### src/rtl/seq_divider.sv
// seq_divider: sequential unsigned divider by repeated subtraction.
// A start pulse in IDLE captures dividend/divisor. CALC then subtracts the
// divisor once per cycle until the running remainder drops below it. DONE
// raises a one-cycle done pulse. quotient/remainder are written only when a
// result completes.
// Optional build macro: DIV_ZERO_ERR_EN adds an err output flagging divide-by-zero.
module seq_divider #(
  parameter int WIDTH = 16
) (
  input  logic             clk,
  input  logic             clr,
  input  logic             start,
  input  logic [WIDTH-1:0] dividend,
  input  logic [WIDTH-1:0] divisor,
  output logic [WIDTH-1:0] quotient,
  output logic [WIDTH-1:0] remainder,
  output logic             busy,
  output logic             done
`ifdef DIV_ZERO_ERR_EN
  ,
  output logic             err
`endif
);

  typedef enum logic [1:0] {
    ST_IDLE = 2'd0,
    ST_CALC = 2'd1,
    ST_DONE = 2'd2
  } state_e;

  localparam logic [WIDTH-1:0] ZERO_W = {WIDTH{1'b0}};
  localparam logic [WIDTH-1:0] ONES_W = {WIDTH{1'b1}};
  localparam logic [WIDTH-1:0] ONE_W  = {{(WIDTH-1){1'b0}}, 1'b1};

  // Divisor of zero short-circuits the loop and produces the saturated result.
  function automatic logic is_zero(input logic [WIDTH-1:0] value);
    return (value == ZERO_W);
  endfunction

  // Another subtraction is possible while the remainder is at least the divisor.
  function automatic logic can_subtract(input logic [WIDTH-1:0] rem_val,
                                        input logic [WIDTH-1:0] dsr_val);
    return (rem_val >= dsr_val);
  endfunction

  state_e           state_q, state_d;
  logic [WIDTH-1:0] rem_q, rem_d;
  logic [WIDTH-1:0] dsr_q, dsr_d;
  logic [WIDTH-1:0] q_q, q_d;
  logic [WIDTH-1:0] quotient_q, quotient_d;
  logic [WIDTH-1:0] remainder_q, remainder_d;
  logic             busy_q, busy_d;
  logic             done_q, done_d;
`ifdef DIV_ZERO_ERR_EN
  logic             err_q, err_d;
`endif

  // Next-state, datapath, and result update for the IDLE/CALC/DONE sequence.
  always_comb begin
    state_d     = state_q;
    rem_d       = rem_q;
    dsr_d       = dsr_q;
    q_d         = q_q;
    quotient_d  = quotient_q;
    remainder_d = remainder_q;
`ifdef DIV_ZERO_ERR_EN
    err_d       = err_q;
`endif
    case (state_q)
      ST_IDLE: begin
        if (start) begin
          rem_d   = dividend;
          dsr_d   = divisor;
          q_d     = ZERO_W;
          state_d = ST_CALC;
        end else begin
          state_d = ST_IDLE;
        end
      end
      ST_CALC: begin
        if (is_zero(dsr_q)) begin
          quotient_d  = ONES_W;
          remainder_d = rem_q;
          state_d     = ST_DONE;
`ifdef DIV_ZERO_ERR_EN
          err_d       = 1'b1;
`endif
        end else if (can_subtract(rem_q, dsr_q)) begin
          // q never exceeds the dividend, so this increment cannot wrap.
          rem_d   = rem_q - dsr_q;
          q_d     = q_q + ONE_W;
          state_d = ST_CALC;
        end else begin
          quotient_d  = q_q;
          remainder_d = rem_q;
          state_d     = ST_DONE;
`ifdef DIV_ZERO_ERR_EN
          err_d       = 1'b0;
`endif
        end
      end
      ST_DONE: begin
        state_d = ST_IDLE;
      end
      default: begin
        state_d = ST_IDLE;
      end
    endcase
  end

  // busy/done are decoded from the next state, so their flops always track
  // the registered state.
  always_comb begin
    busy_d = 1'b0;
    done_d = 1'b0;
    case (state_d)
      ST_IDLE: begin
        busy_d = 1'b0;
        done_d = 1'b0;
      end
      ST_CALC: begin
        busy_d = 1'b1;
        done_d = 1'b0;
      end
      ST_DONE: begin
        busy_d = 1'b1;
        done_d = 1'b1;
      end
      default: begin
        busy_d = 1'b0;
        done_d = 1'b0;
      end
    endcase
  end

  // State and datapath registers. clr overrides everything, including an
  // operation in progress.
  always_ff @(posedge clk) begin
    if (clr) begin
      state_q     <= ST_IDLE;
      rem_q       <= ZERO_W;
      dsr_q       <= ZERO_W;
      q_q         <= ZERO_W;
      quotient_q  <= ZERO_W;
      remainder_q <= ZERO_W;
      busy_q      <= 1'b0;
      done_q      <= 1'b0;
`ifdef DIV_ZERO_ERR_EN
      err_q       <= 1'b0;
`endif
    end else begin
      state_q     <= state_d;
      rem_q       <= rem_d;
      dsr_q       <= dsr_d;
      q_q         <= q_d;
      quotient_q  <= quotient_d;
      remainder_q <= remainder_d;
      busy_q      <= busy_d;
      done_q      <= done_d;
`ifdef DIV_ZERO_ERR_EN
      err_q       <= err_d;
`endif
    end
  end

  assign quotient  = quotient_q;
  assign remainder = remainder_q;
  assign busy      = busy_q;
  assign done      = done_q;
`ifdef DIV_ZERO_ERR_EN
  assign err       = err_q;
`endif

endmodule
### config.mk
export PLATFORM = sky130hd
export DESIGN_NAME = seq_divider
export DESIGN_NICKNAME = d
export VERILOG_FILES = /design/src/rtl/seq_divider.sv
export SDC_FILE = /design/constraint.sdc
export NUM_CORES = 1
export LEC_CHECK = 0
export ABC_AREA = 1
export ABC_CLOCK_PERIOD_IN_PS = 2700
export BUFFER_PORTS_ARGS = -buffer_cell sky130_fd_sc_hd__buf_2
export CELL_PAD_IN_SITES_DETAIL_PLACEMENT = 0
export CELL_PAD_IN_SITES_GLOBAL_PLACEMENT = 1
export CORE_MARGIN = 1
export CORE_UTILIZATION = 40
export DETAILED_ROUTE_END_ITERATION = 6
export PLACE_DENSITY = 0.78
export SYNTH_ARGS = -nofsm -noshare
export SYNTH_HDL_FRONTEND = slang
export SYNTH_SLANG_ARGS = --single-unit
### constraint.sdc
create_clock -name clk -period 2.7 [get_ports clk]
set_input_delay 0.405 -clock clk [delete_from_list [all_inputs] [get_ports clk]]
set_output_delay 0.405 -clock clk [all_outputs]
set_load 0.01 [all_outputs]
# Word-level counts from Yosys, hierarchy flattened

Index checks and enable logic that the tools add are counted.

Register bits after elaboration: 84
Input port bits: 35
Output and inout bits: 34
Logic and storage cells: 43

Add/sub/neg operators: 2
Magnitude comparators: 1
Equal/unequal tests: 7
Muxes and demuxes: 18
Reductions and logical operators: 7

Operators by type and width:

| cell                  | count |
|---|---|
| $mux 16               | 10 |
| $pmux 16 s2           | 2 |
| $add 16x1->16 const B | 1 |
| $ge 16x16->1          | 1 |
| $logic_not 16->1      | 1 |
| $sub 16x16->16        | 1 |
| $ne 2x2->1 const B    | 4 |
| $eq 2x1->1 const B    | 2 |
| $mux 2                | 2 |
| $pmux 2 s2            | 1 |
| $reduce_and 2->1      | 2 |
| $reduce_and 4->1      | 1 |
| $mux 1                | 3 |
| $eq 2x2->1 const B    | 1 |
| $logic_not 2->1       | 1 |
| $reduce_bool 2->1     | 1 |
| $reduce_or 2->1       | 1 |

# Depth between registers and ports, before layout

Gate-level depths: netlist of the first run.

Depth in word-level cells: 7
Gate-level depth with buffers: 17
Gate-level depth less buffers: 16

# Least setup slack after synthesis of the first run

OpenSTA, ideal clock, no wires.

Path kind: register to register
Start: reg rem_q[0]
End: reg busy_q, in the netlist busy
Setup time: 0.128 ns
Arrival time: 2.098 ns
Required time: 2.572 ns
Setup slack: 0.474 ns
Cell stages (with the launch flop): 17
Path buffers: 1
Period minus slack after synthesis: 2.226 ns
Path through: dfxtp_1 > inv_1 > ha_1 > fa_1 > inv_1 > nand2_1 > nand2_1 > nand3_2 > nand3_2 > nand2_2 > nand2_2 > nand2_1 > nand2_2 > inv_2 > buf_4 > ha_1 > nor2_1

Word-level cells in the longest chain between the ends: 7
Elaborated cells on any way between the ends: 8
Classes of those cells: order compare (1); eq/ne (2); mux (4); reduce/logical (1)

Ends and longest elaborated chain:

| item                                     | line | text |
|---|---|---|
| from (decl)                              | 47   | `logic [WIDTH-1:0] rem_q, rem_d;` |
| from (signal assigned)                   | 153  | `rem_q <= rem_d;` |
| $ge 16x16->1 (*)                         | 43   | `return (rem_val >= dsr_val);` |
| $mux 2 (*)                               | 88   | `end else if (can_subtract(rem_q, dsr_q)) begin` |
| $mux 2 (*)                               | 81   | `if (is_zero(dsr_q)) begin` |
| $pmux 2 s2 (*)                           | 69   | `case (state_q)` |
| named net state_d[1]                     | 46   | `state_e state_q, state_d;` |
| $eq 2x2->1 or $eq 2x1->1 (tied branches) | 116  | `case (state_d)` |
| $reduce_or 2->1 (no line) (*)            | n/a  |  |
| $mux 1 (*)                               | 116  |  |
| to (signal assigned)                     | 158  | `busy_q <= busy_d;` |
| to (decl)                                | 52   | `logic busy_q, busy_d;` |

The timed path passes the listed nets; every way through them passes the cells marked *.
A chain may end at the register's enable or synchronous reset.

# Worst setup path after layout of the first run

Start: reg rem_q[0]
End: reg remainder_q[11], in the netlist remainder[11]

Word-level cells in the longest chain between the ends: 3

Ends and longest elaborated chain:

| item                       | line | text |
|---|---|---|
| $ge 16x16->1               | 43   |  |
| $ne 2x2->1 (no line)       | n/a  |  |
| $reduce_and 2->1 (no line) | n/a  |  |
| to (signal assigned)       | 157  | `remainder_q <= remainder_d;` |
| to (decl)                  | 51   | `logic [WIDTH-1:0] remainder_q, remainder_d;` |

Every way passes these cells.

==> qor_table.md, run 1 <==
| Parameter | This run | Unit |
| --- | --- | --- |
| Critical Setup Path Class | reg2reg | - |
| Count of state elements after synthesis | 84 | - |
| Quantity of I/O buffers inserted on ports | 68 | - |
| Die area | 12,400 | µm² |
| Area inside the core boundary | 11,500 | µm² |
| Number of failing hold endpoints at the final stage | 0 | - |
| Most common cell after layout, fill and taps aside | nand2_1 | - |
| Leading cell types in the layout, fill and taps excluded | 189 x nand2_1, 149 x nor2_1, 84 x dfxtp_1, 82 x inv_1, 68 x buf_2 | - |
| Time the worst path needs with I/O delays and setup | 2.46 | ns |
| Max cap viols | 0 | - |
| GRT Overall Usage | 0.220 | - |
| Wire length per cell after detailed routing | 13.2 | µm |
| Number of DRC violations after detailed-routing iteration 0 | 312 | - |
| Number of vias in the routed layout | 4,694 | - |
| Final clock period utilization by the worst path | 0.912 | - |
| Number of cell rows | 39 | - |
| Worst hold stages | 3 | - |
| Unique cell type count in the Yosys netlist | 34 | - |
| Total negative slack | 0 | ns |
| Design area | 5520 | µm² |
| Wire length of the first global-routing pass | 21,600 | µm |
| Overall die height | 111 | µm |
| Clock latency of the later-clocked register in the worst-skew pair | 0.35 | ns |
| Detailed-router iteration count before antenna repair | 7 | - |
| Vias in the first global route | 4,480 | - |
| Clock sink count | 84 | - |
| Floorplan die width | 111 | µm |
| Met1 routing resource usage after global routing | 0.305 | - |
| Post-CTS setup buffer count | 0 | - |
| Maximum buffer depth of the clock tree | 2 | - |
| Ports placed on the boundary | 69 | - |
| Final-layout fill cell count | 1,228 | - |
| Dpl cell area | 5240 | µm² |
| Share of final-layout standard cells stronger than drive strength 1 | 0.147 | - |
| Most used routing layer in global routing | met2 | - |
| Area overhead of the layout relative to synthesis | 15.7 | % |
| Crit path arrival time | 2.74 | ns |
| Min-Delay Startpoint | divisor[12] | - |
| Hold Path End | dsr_q[12] | - |
| Critical path fanouts, max | 32 | - |
| Asr flop ratio synth | 0 | - |
| Synthesized netlist cell count | 752 | - |
| Result of the run | complete, but fails checks | - |
| Cell Area, Synth | 4770 | µm² |
| CTS Hold Buffers Added | 0 | - |
| Number of buffers added by the clock tree synthesis step | 9 | - |
| Count of yosys warnings during synthesis | 0 | - |
| Largest vdd supply drop | 409 | µV |
| Layout Skew | 0.0128 | ns |
| Clock tree from TritonCTS | built | - |
| Clock transition at the register clock pins on the worst setup and hold paths after CTS | 0.07 | ns |
| Worst slew margin | 0.628 | - |
| Kind of end point of the critical path | flip-flop | - |
| Primary FF master, synth | dfxtp_1 | - |
| Critical path required time | 2.98 | ns |
| Number of synthesized flops with an enable pin | 0 | - |
| Setup crit start | rem_q[0] | - |
| Cell chosen for the clock root | clkbuf_16 | - |
| Leakage component of the power | 0.00275 | µW |
| Number of antenna violations at the first check in global routing | 0 | - |
| Routed via count divided by cell count | 4.88 | - |
| Net count, final | 867 | - |
| Reg-to-reg setup timing slack | 0.24 | ns |
| Source of the worst register-to-register timing path | rem_q[0] | - |
| Highest attainable clock frequency | 406 | MHz |
| Hold/Removal Path Class | in2reg | - |
| Post-route antenna net violation count | 0 | - |
| Number of cells on the worst reg-to-reg path | 15 | - |
| Startpoint type of the worst setup path | flip-flop | - |
| Number of gates resized after CTS | 0 | - |
| HPWL Detailed | 9580 | µm |
| Effective utilization at floorplan | 0.414 | - |
| Grt total ovfl | 0 | - |
| GR met3 Demand/Resource | 0.0301 | - |
| Pwr dens | 1340 | nW/µm² |
| Final Slew Violations | 0 | - |
| Share of synthesized area occupied by flip-flops and latches | 0.352 | - |
| Number of remaining DRC errors | 16 | - |
| Met2 Usage GRT | 0.344 | - |
| Global placer's final weighted congestion | 0.847 | - |
| Per-instance average area after synthesis | 6.35 | µm² |
| Number of failing setup endpoints in the final timing report | 0 | - |
| Largest net degree at the start of global routing | 57 | - |
| Sum of routed wire length over all layers | 12,700 | µm |
| Depth of the CTS H-tree | 3 | - |
| Reg-to-reg critical path endpoint | remainder[11] | - |
| Net count of the mapped netlist | 806 | - |
| Unrepaired setup endpoints after global routing | false | - |
| Violations in the final reports | DRC | - |
| Worst slew pin tran | 0.557 | ns |
| Antenna diodes | 0 | - |
[metal layers]
layer	vias up	part of all wire
li1	2501	-
met1	2076	0.52
met2	102	0.43
met3	15	0.037
met4	0	0.017
met5	-	0
[critical path: stages (launching register included)]
cell and delay (ns):
dfxtp_1 0.36, inv_1 0.05, ha_1 0.22, fa_1 0.40
inv_1 0.11, nand2_1 0.06, nand2_1 0.07, nand3_2 0.09
nand3_2 0.09, nand2_2 0.06, nand2_2 0.08, nand2_1 0.06
nand2_2 0.07, buf_4 0.29, o21ai_0 0.25, nor2_1 0.14
[cell usage after synthesis (all sizes together), types with 2 or more instances]
cell type	count	area share
inv	84	0.066
nand3	41	0.048
clkbuf	13	0.010
nand4	14	0.018
buf	16	0.024
xor2	3	0.0055
nor2	153	0.12
nand2	196	0.16
and2	2	0.0026
nor3	7	0.0084
ha	18	0.047
nand3b	3	0.0047
o22ai	3	0.0039
o21ai	64	0.067
dfxtp	84	0.35
a21oi	41	0.045
or2	5	0.0066
[flip-flops by register name (all words and copies together) (netlist names)]
signal / cells
dsr_q: 16
q_q: 16
quotient: 16
rem_q: 16
remainder: 16
state_q: 2
busy: 1
done: 1
[through the flow]
stage               hold slack (ns)  std cells   util  setup slack (ns)  total power, µW
detailed placement            0.459        945  0.455             0.271             6260
finish                        0.326        961  0.480             0.237             7420
global placement              0.449        945  0.455             0.340             6180
CTS                           0.322        961  0.480             0.248             7470
global route                  0.359        961  0.480           0.00248             8210
floorplan                     0.447        752      -             0.474             5190
[kinds of logic after synthesis]
logic type	count (synthesis)	share of synthesized area
buffers and inverters	114	0.101
adders and majority gates	19	0.0514
AOI/OAI and AO/OA	110	0.119
xor gates and xnor gates	3	0.00551
and+or+nand+nor	422	0.372
DFF	84	0.352
[worst max path at each step]
stage	to
floorplan	busy
global placement	remainder[11]
detailed placement	remainder[11]
CTS	remainder[11]
global route	remainder[11]
finish	remainder[11]
[power breakdown]
part           total [µW]  internal [µW]  leakage [µW]  switching [µW]
combinational        4170           1490       0.00193            2680
sequential           2050           1720      0.000691             326
clock                1200            638      0.000131             562
[final cells by class]
| cell class | instances | area, µm² | share of cell area |
|---|---|---|---|
| Clock inverter | 7 | 60.1 | 0.0109 |
| Clock buffer | 9 | 225 | 0.0408 |
| Sequential cell | 84 | 1680 | 0.304 |
| Inverter | 85 | 319 | 0.0578 |
| Tap cell | 143 | 179 | 0.0324 |
| Timing Repair Buffer | 79 | 448 | 0.0811 |
| Multi-Input combinational cell | 554 | 2610 | 0.473 |
(Power assumes the default switching activity.)
==> run 2: changes to the inputs <==
--- a/config.mk
+++ b/config.mk
@@ -7,12 +7,13 @@
 export LEC_CHECK = 0
 export ABC_AREA = 1
 export ABC_CLOCK_PERIOD_IN_PS = 2700
-export BUFFER_PORTS_ARGS = -buffer_cell sky130_fd_sc_hd__buf_2
 export CELL_PAD_IN_SITES_DETAIL_PLACEMENT = 0
 export CELL_PAD_IN_SITES_GLOBAL_PLACEMENT = 1
 export CORE_MARGIN = 1
-export CORE_UTILIZATION = 40
+export CORE_UTILIZATION = 45
+export CTS_BUF_LIST = sky130_fd_sc_hd__clkbuf_2
 export DETAILED_ROUTE_END_ITERATION = 6
+export DONT_BUFFER_PORTS = 1
 export PLACE_DENSITY = 0.78
 export SYNTH_ARGS = -nofsm -noshare
 export SYNTH_HDL_FRONTEND = slang
==> run 2 against run 1 <==
Net effect: the run now ends clean; die area is 11% lower; sequential power is 6% higher; register-to-register slack better by 0.05 ns; core utilization is 0.92 points higher; via count is 4.4% lower; count of clock-buffer cells in the layout stayed put; non-clock buffer count is 65 lower; final area is 8.6% lower; total power is 9.0% lower; final cell count is 7.5% lower; routed wire length is 1.7% lower; global-route usage is 1.8 points higher.
==> qor_table.md, run 2 (synthesis gave the netlist of run 1 again) <==
| Parameter | This run | Unit | Delta |
| --- | --- | --- | --- |
| Quantity of I/O buffers inserted on ports | 0 | - | -100% |
| Layout Skew | 0.0392 | ns | +0.0265 ns |
| Critical Setup Path Class | reg2reg | - |  |
| Worst setup margin | 0.285 | ns | +0.0480 ns |
| Effective utilization at floorplan | 0.462 | - | +0.0479 |
| Number of remaining DRC errors | 0 | - | -16 |
| Leakage component of the power | 0.00240 | µW | -13% |
| Global placer's final weighted congestion | 0.867 | - | +2.3% |
| Clock transition at the register clock pins on the worst setup and hold paths after CTS | 0.23 | ns | +0.16 ns |
| Post-CTS setup buffer count | 0 | - | unchanged |
| Final non-filler cell total | 889 | - | -7.5% |
| Critical path required time | 3.19 | ns | +0.21 ns |
| Kind of end point of the critical path | flip-flop | - |  |
| Area inside the core boundary | 10,300 | µm² | -10% |
| Floorplan die width | 105 | µm | -5.6% |
| Clock latency of the later-clocked register in the worst-skew pair | 0.55 | ns | +0.20 ns |
| Post-route antenna net violation count | 0 | - | unchanged |
| Overall die height | 105 | µm | -5.6% |
| Ports placed on the boundary | 69 | - | unchanged |
| Worst slack at placement | 0.254 | ns | -0.0168 ns |
| Leading cell types in the layout, fill and taps excluded | 189 x nand2_1, 149 x nor2_1, 84 x dfxtp_1, 82 x inv_1, 62 x o21ai_0 | - |  |
| Final-layout fill cell count | 1,076 | - | -12% |
| Crit path arrival time | 2.90 | ns | +0.16 ns |
| Max cap viols | 0 | - | unchanged |
| GRT Overall Usage | 0.238 | - | +0.0178 |
| Reg-to-reg setup timing slack | 0.29 | ns | +0.05 ns |
| Most common cell after layout, fill and taps aside | nand2_1 | - |  |
| Grt total ovfl | 0 | - | unchanged |
| Min-Delay Startpoint | divisor[4] | - |  |
| Time the worst path needs with I/O delays and setup | 2.41 | ns | -0.0480 ns |
| Net count, final | 802 | - | -7.5% |
| Worst Hold Slack | 0.0448 | ns | -0.281 ns |
| Number of buffers added by the clock tree synthesis step | 9 | - | unchanged |
| Result of the run | completed | - |  |
| Worst slew pin tran | 0.544 | ns | -0.0126 ns |
| Cell chosen for the clock root | clkbuf_2 | - |  |
| Sum of routed wire length over all layers | 12,500 | µm | -1.7% |
| Number of cell rows | 37 | - | -5.1% |
| Antenna diodes | 0 | - | unchanged |
| Critical path fanouts, max | 32 | - | unchanged |
| Clock tree from TritonCTS | built | - |  |
| Unrepaired setup endpoints after global routing | false | - |  |
| Register cell area after layout | 1680 | µm² | unchanged |
| Detailed-router iteration count before antenna repair | 5 | - | -2 |
| Maximum buffer depth of the clock tree | 2 | - | unchanged |
| Vias in the first global route | 4,147 | - | -7.4% |
| Number of antenna violations at the first check in global routing | 0 | - | unchanged |
| Worst hold stages | 2 | - | -1 |
| Wire length of the first global-routing pass | 20,700 | µm | -4.2% |
| Largest net degree at the start of global routing | 56 | - | -1.8% |
| Number of failing hold endpoints at the final stage | 0 | - | unchanged |
| Number of failing setup endpoints in the final timing report | 0 | - | unchanged |
| HPWL Detailed | 9150 | µm | -4.5% |
| Final clock period utilization by the worst path | 0.894 | - | -0.0178 |
| Source of the worst register-to-register timing path | rem_q[0] | - |  |
| Area overhead of the layout relative to synthesis | 5.74 | % |  |
| Post-route total power | 6750 | µW | -9.0% |
| Largest vdd supply drop | 453 | µV | +11% |
| Highest attainable clock frequency | 414 | MHz | +2.0% |
| Clock sink count | 84 | - | unchanged |
| Startpoint type of the worst setup path | flip-flop | - |  |
| Wire length per cell after detailed routing | 14.0 | µm | +6.3% |
| Number of vias in the routed layout | 4,489 | - | -4.4% |
| Hold/Removal Path Class | in2reg | - |  |
| Hold Path End | dsr_q[4] | - |  |
| Reg-to-reg critical path endpoint | remainder[9] | - |  |
| Total negative slack | 0 | ns | unchanged |
| Number of cells after detailed placement | 869 | - | -8.0% |
| Number of cells on the worst reg-to-reg path | 15 | - | unchanged |
| Routed via count divided by cell count | 5.05 | - | +3.4% |
| Footprint of the multi-input gates | 2610 | µm² | unchanged |
| Share of final-layout standard cells stronger than drive strength 1 | 0.0637 | - | -0.0830 |
| Depth of the CTS H-tree | 3 | - | unchanged |
| Number of DRC violations after detailed-routing iteration 0 | 288 | - | -7.7% |
| Worst slew margin | 0.636 | - | +0.00807 |
| Pwr dens | 1340 | nW/µm² | -0.42% |
| Die area | 11,000 | µm² | -11% |
| Final Slew Violations | 0 | - | unchanged |
==> run 2: changes by cell type in the layout (fill, tap and decap cells not counted), moves of 2 or more <==
cell / before / now
clkinv_1: 1 / 4
clkinvlp_4: 3 / 0
clkbuf_16: 9 / 0
dlygate4sd3_1: 0 / 4
buf_2: 68 / 0
bufinv_16: 0 / 2
clkbuf_2: 0 / 9
==> run 2: power by group <==
group | internal [µW] | leakage (µW) | switching [µW]
Sequential | 1720 | 0.000691 | 464
Combinational | 1300 | 0.00163 | 2510
Clock | 303 | 0.0000790 | 450
==> run 2: worst max-delay path by stage <==
stage | from | endpoint | slack, ns | cells past startpoint
final | rem_q[0] | remainder[9] | 0.29 | 15
after global routing | rem_q[0] | remainder[9] | 0.006 | 16
after CTS | rem_q[0] | remainder[10] | 0.19 | 15
after detailed placement | rem_q[0] | remainder[9] | 0.25 | 15
after global placement | rem_q[0] | remainder[9] | 0.28 | 15
after floorplan | rem_q[0] | busy | 0.47 | 16
==> run 2: metrics by stage <==
stage	utilization	cell area, µm²
2_1_floorplan	-	4770
3_5_place_dp	0.472	4870
5_1_grt	0.489	5050
3_3_place_gp	0.472	4870
6_report	0.489	5050
4_1_cts	0.487	5030
==> run 2: cell type report <==
| cell class | instances | share of cell area |
|---|---|---|
| sequential | 84 | 0.333 |
| clock buffer | 9 | 0.00893 |
| timing repair buffer | 14 | 0.0260 |
| tap | 136 | 0.0337 |
| clock inverter | 7 | 0.0176 |
| multi-input combinational | 554 | 0.517 |
| inverter | 85 | 0.0632 |
==> run 2: timing repair <==
| item | CTS | global route |
|---|---|---|
| resized for setup | 0 | 1 |
| endpoints found under the hold margin | 14 | 1 |
| hold buffers | 3 | 1 |
| setup endpoints to repair | 0 | 2 |
==> run 2: layer usage <==
layer	part of all wire	GRT usage	vias up
met5	0	0	-
met4	0.0070	0.0684	0
met3	0.059	0.0536	6
met2	0.41	0.358	134
met1	0.52	0.338	1974
li1	-	-	2375
==> run 2: critical path: stages, from the launching register on <==
cell	delay, ns
dfxtp_1	0.40
inv_1	0.05
ha_1	0.22
fa_1	0.40
inv_1	0.12
nand2_1	0.06
nand2_1	0.07
nand3_2	0.09
nand3_2	0.09
nand2_2	0.06
nand2_2	0.08
nand2_1	0.06
nand2_2	0.08
buf_6	0.24
o21ai_0	0.22
nor2_1	0.13
==> run 3: changes to the inputs <==
--- a/config.mk
+++ b/config.mk
@@ -9,7 +9,7 @@
 export ABC_CLOCK_PERIOD_IN_PS = 2700
 export CELL_PAD_IN_SITES_DETAIL_PLACEMENT = 0
 export CELL_PAD_IN_SITES_GLOBAL_PLACEMENT = 1
-export CORE_MARGIN = 1
+export CORE_ASPECT_RATIO = 0.9
 export CORE_UTILIZATION = 45
 export CTS_BUF_LIST = sky130_fd_sc_hd__clkbuf_2
 export DETAILED_ROUTE_END_ITERATION = 6
==> run 3 against run 2 <==
Net effect: sequential power hardly changed; clock skew fell by 0.0033 ns; setup slack lost 0.059 ns; hold slack improved by 0.0035 ns.
==> qor_table.md, run 3 (synthesis gave the netlist of run 1 again) <==
| Parameter | This run | Unit | Delta |
| --- | --- | --- | --- |
| Number of failing hold endpoints at the final stage | 0 | - | unchanged |
| Final clock period utilization by the worst path | 0.916 | - | +0.0220 |
| Source of the worst register-to-register timing path | rem_q[0] | - |  |
| Final-layout fill cell count | 1,095 | - | +1.8% |
| Number of cell rows | 35 | - | -5.4% |
| Worst slew margin | 0.655 | - | +0.0191 |
| Critical path fanouts, max | 13 | - | -59% |
| Worst slew pin tran | 0.515 | ns | -0.0286 ns |
| Number of cells on the worst reg-to-reg path | 13 | - | -2 |
| Overall die height | 99.7 | µm | -5.0% |
| Final standard cell utilization of the core | 0.493 | - | +0.00386 |
| Routed via count divided by cell count | 5.11 | - | +1.2% |
| Startpoint type of the worst setup path | flip-flop | - |  |
| Critical Setup Path Class | reg2reg | - |  |
| Reg-to-reg setup timing slack | 0.23 | ns | -0.06 ns |
| Vias in the first global route | 4,296 | - | +3.6% |
| Depth of the CTS H-tree | 3 | - | unchanged |
| Die area | 11,000 | µm² | about the same |
| Register cell area after layout | 1680 | µm² | +0.15% |
| Ports placed on the boundary | 69 | - | unchanged |
| Area overhead of the layout relative to synthesis | 6.24 | % |  |
| Wire length of the first global-routing pass | 21,100 | µm | +1.9% |
| Pwr dens | 1340 | nW/µm² | -0.14% |
| Critical path required time | 3.17 | ns | -0.02 ns |
| Effective utilization at floorplan | 0.464 | - | +0.00146 |
| Number of vias in the routed layout | 4,519 | - | +0.67% |
| Wire length per cell after detailed routing | 14.0 | µm | +0.24% |
| Cell chosen for the clock root | clkbuf_2 | - |  |
| Number of antenna violations at the first check in global routing | 1 | - | +1 |
| Number of DRC violations after detailed-routing iteration 0 | 198 | - | -31% |
| Post-route antenna net violation count | 0 | - | unchanged |
| Grt total ovfl | 0 | - | unchanged |
| Min-Delay Startpoint | divisor[5] | - |  |
| Quantity of I/O buffers inserted on ports | 0 | - | unchanged |
| Global placer's final weighted congestion | 0.863 | - | -0.46% |
| Number of buffers added by the clock tree synthesis step | 9 | - | unchanged |
| Highest attainable clock frequency | 404 | MHz | -2.4% |
| Result of the run | completed | - |  |
| Number of remaining DRC errors | 0 | - | unchanged |
| Worst hold stages | 2 | - | unchanged |
| Footprint of the multi-input gates | 2620 | µm² | +0.19% |
| Antenna diodes | 0 | - | unchanged |
| Reg-to-reg critical path endpoint | busy | - |  |
| Time the worst path needs with I/O delays and setup | 2.47 | ns | +0.0594 ns |
| Clock tree from TritonCTS | built | - |  |
| HPWL Detailed | 9280 | µm | +1.4% |
| Sum of routed wire length over all layers | 12,400 | µm | -0.32% |
| Largest vdd supply drop | 721 | µV | +59% |
| Clock sink count | 84 | - | unchanged |
| Largest net degree at the start of global routing | 46 | - | -18% |
| Most common cell after layout, fill and taps aside | nand2_1 | - |  |
| Hold Path End | dsr_q[5] | - |  |
| Share of final-layout standard cells stronger than drive strength 1 | 0.0702 | - | +0.00645 |
| Final Slew Violations | 0 | - | unchanged |
| Crit path arrival time | 2.95 | ns | +0.05 ns |
| Area inside the core boundary | 10,300 | µm² | -0.32% |
| Hold/Removal Path Class | in2reg | - |  |
| Leakage component of the power | 0.00242 | µW | +0.89% |
| Unrepaired setup endpoints after global routing | false | - |  |
| Layout Skew | 0.0359 | ns | -0.00334 ns |
| GRT Overall Usage | 0.241 | - | +0.00277 |
| Total negative slack | 0 | ns | unchanged |
| Detailed-router iteration count before antenna repair | 5 | - | unchanged |
| Leading cell types in the layout, fill and taps excluded | 189 x nand2_1, 149 x nor2_1, 82 x inv_1, 82 x dfxtp_1, 62 x o21ai_0 | - |  |
| Max cap viols | 0 | - | unchanged |
| Net count, final | 806 | - | +0.50% |
| Clock latency of the later-clocked register in the worst-skew pair | 0.54 | ns | about the same |
| Post-CTS setup buffer count | 0 | - | unchanged |
| Kind of end point of the critical path | flip-flop | - |  |
| Floorplan die width | 111 | µm | +5.3% |
| Maximum buffer depth of the clock tree | 2 | - | unchanged |
| Number of failing setup endpoints in the final timing report | 0 | - | unchanged |
| Clock transition at the register clock pins on the worst setup and hold paths after CTS | 0.25 | ns | +0.02 ns |
run 3: cell types whose count changed in the layout (fill, tap and decap cells not counted), sizes merged:
cell         change
buf              +2
inv              -1
dlygate4sd3      +2
clkinv           -1
run 3: stage by stage:
stage                     hold slack, ns  instances  area, µm²  setup WS, ns  power, µW
after floorplan                    0.447        752       4770         0.474       5190
after global placement             0.462        864       4870         0.295       5950
after detailed placement           0.471        864       4870         0.182       6030
after CTS                        0.00151        884       5060         0.110       6790
after global routing             0.00857        884       5070      0.000121       7560
final                             0.0483        884       5070         0.226       6770
run 3: critical path, cell delays in order (launching register included):
cell     delay (ns)
dfxtp_2        0.40
inv_1          0.04
ha_1           0.21
fa_1           0.41
inv_1          0.12
nand2_1        0.06
nand2_1        0.07
nand3_2        0.09
nand3_2        0.09
nand2_2        0.06
nand3_2        0.12
nand3_2        0.24
ha_1           0.38
nor2_1         0.11
run 3: worst max-delay path by stage:
| stage | start | to | slack (ns) | depth (start not counted) |
|---|---|---|---|---|
| floorplan | rem_q[0] | busy | 0.47 | 16 |
| global placement | rem_q[0] | remainder[7] | 0.29 | 16 |
| detailed placement | rem_q[0] | remainder[0] | 0.18 | 16 |
| CTS | rem_q[0] | remainder[0] | 0.11 | 16 |
| global route | rem_q[0] | quotient[8] | 0.0001 | 16 |
| finish | rem_q[0] | busy | 0.23 | 13 |
run 3: routing by layer:
metal / global-route usage / part of all wire
met2: 0.366 / 0.42
met5: 0 / 0
met4: 0.0779 / 0.012
met3: 0.0542 / 0.048
met1: 0.337 / 0.53
run 3: cell type report:
type                       count  area share
timing repair buffer          18      0.0328
clock inverter                 5      0.0155
multi-input combinational    554       0.516
sequential                    84       0.332
inverter                      85      0.0629
tap                          129      0.0318
clock buffer                   9     0.00888
run 3: power breakdown:
group / leakage (µW) / switching, µW / internal, µW
Sequential: 0.000692 / 479 / 1720
Clock: 0.0000776 / 439 / 296
Combinational: 0.00165 / 2500 / 1340
run 3: repair_timing:
| item | in CTS | in global routing |
|---|---|---|
| resized for setup | 0 | 4 |
| hold buffers | 6 | 0 |
| setup endpoints to repair | 0 | 28 |
| hold endpoints to repair | 16 | 0 |
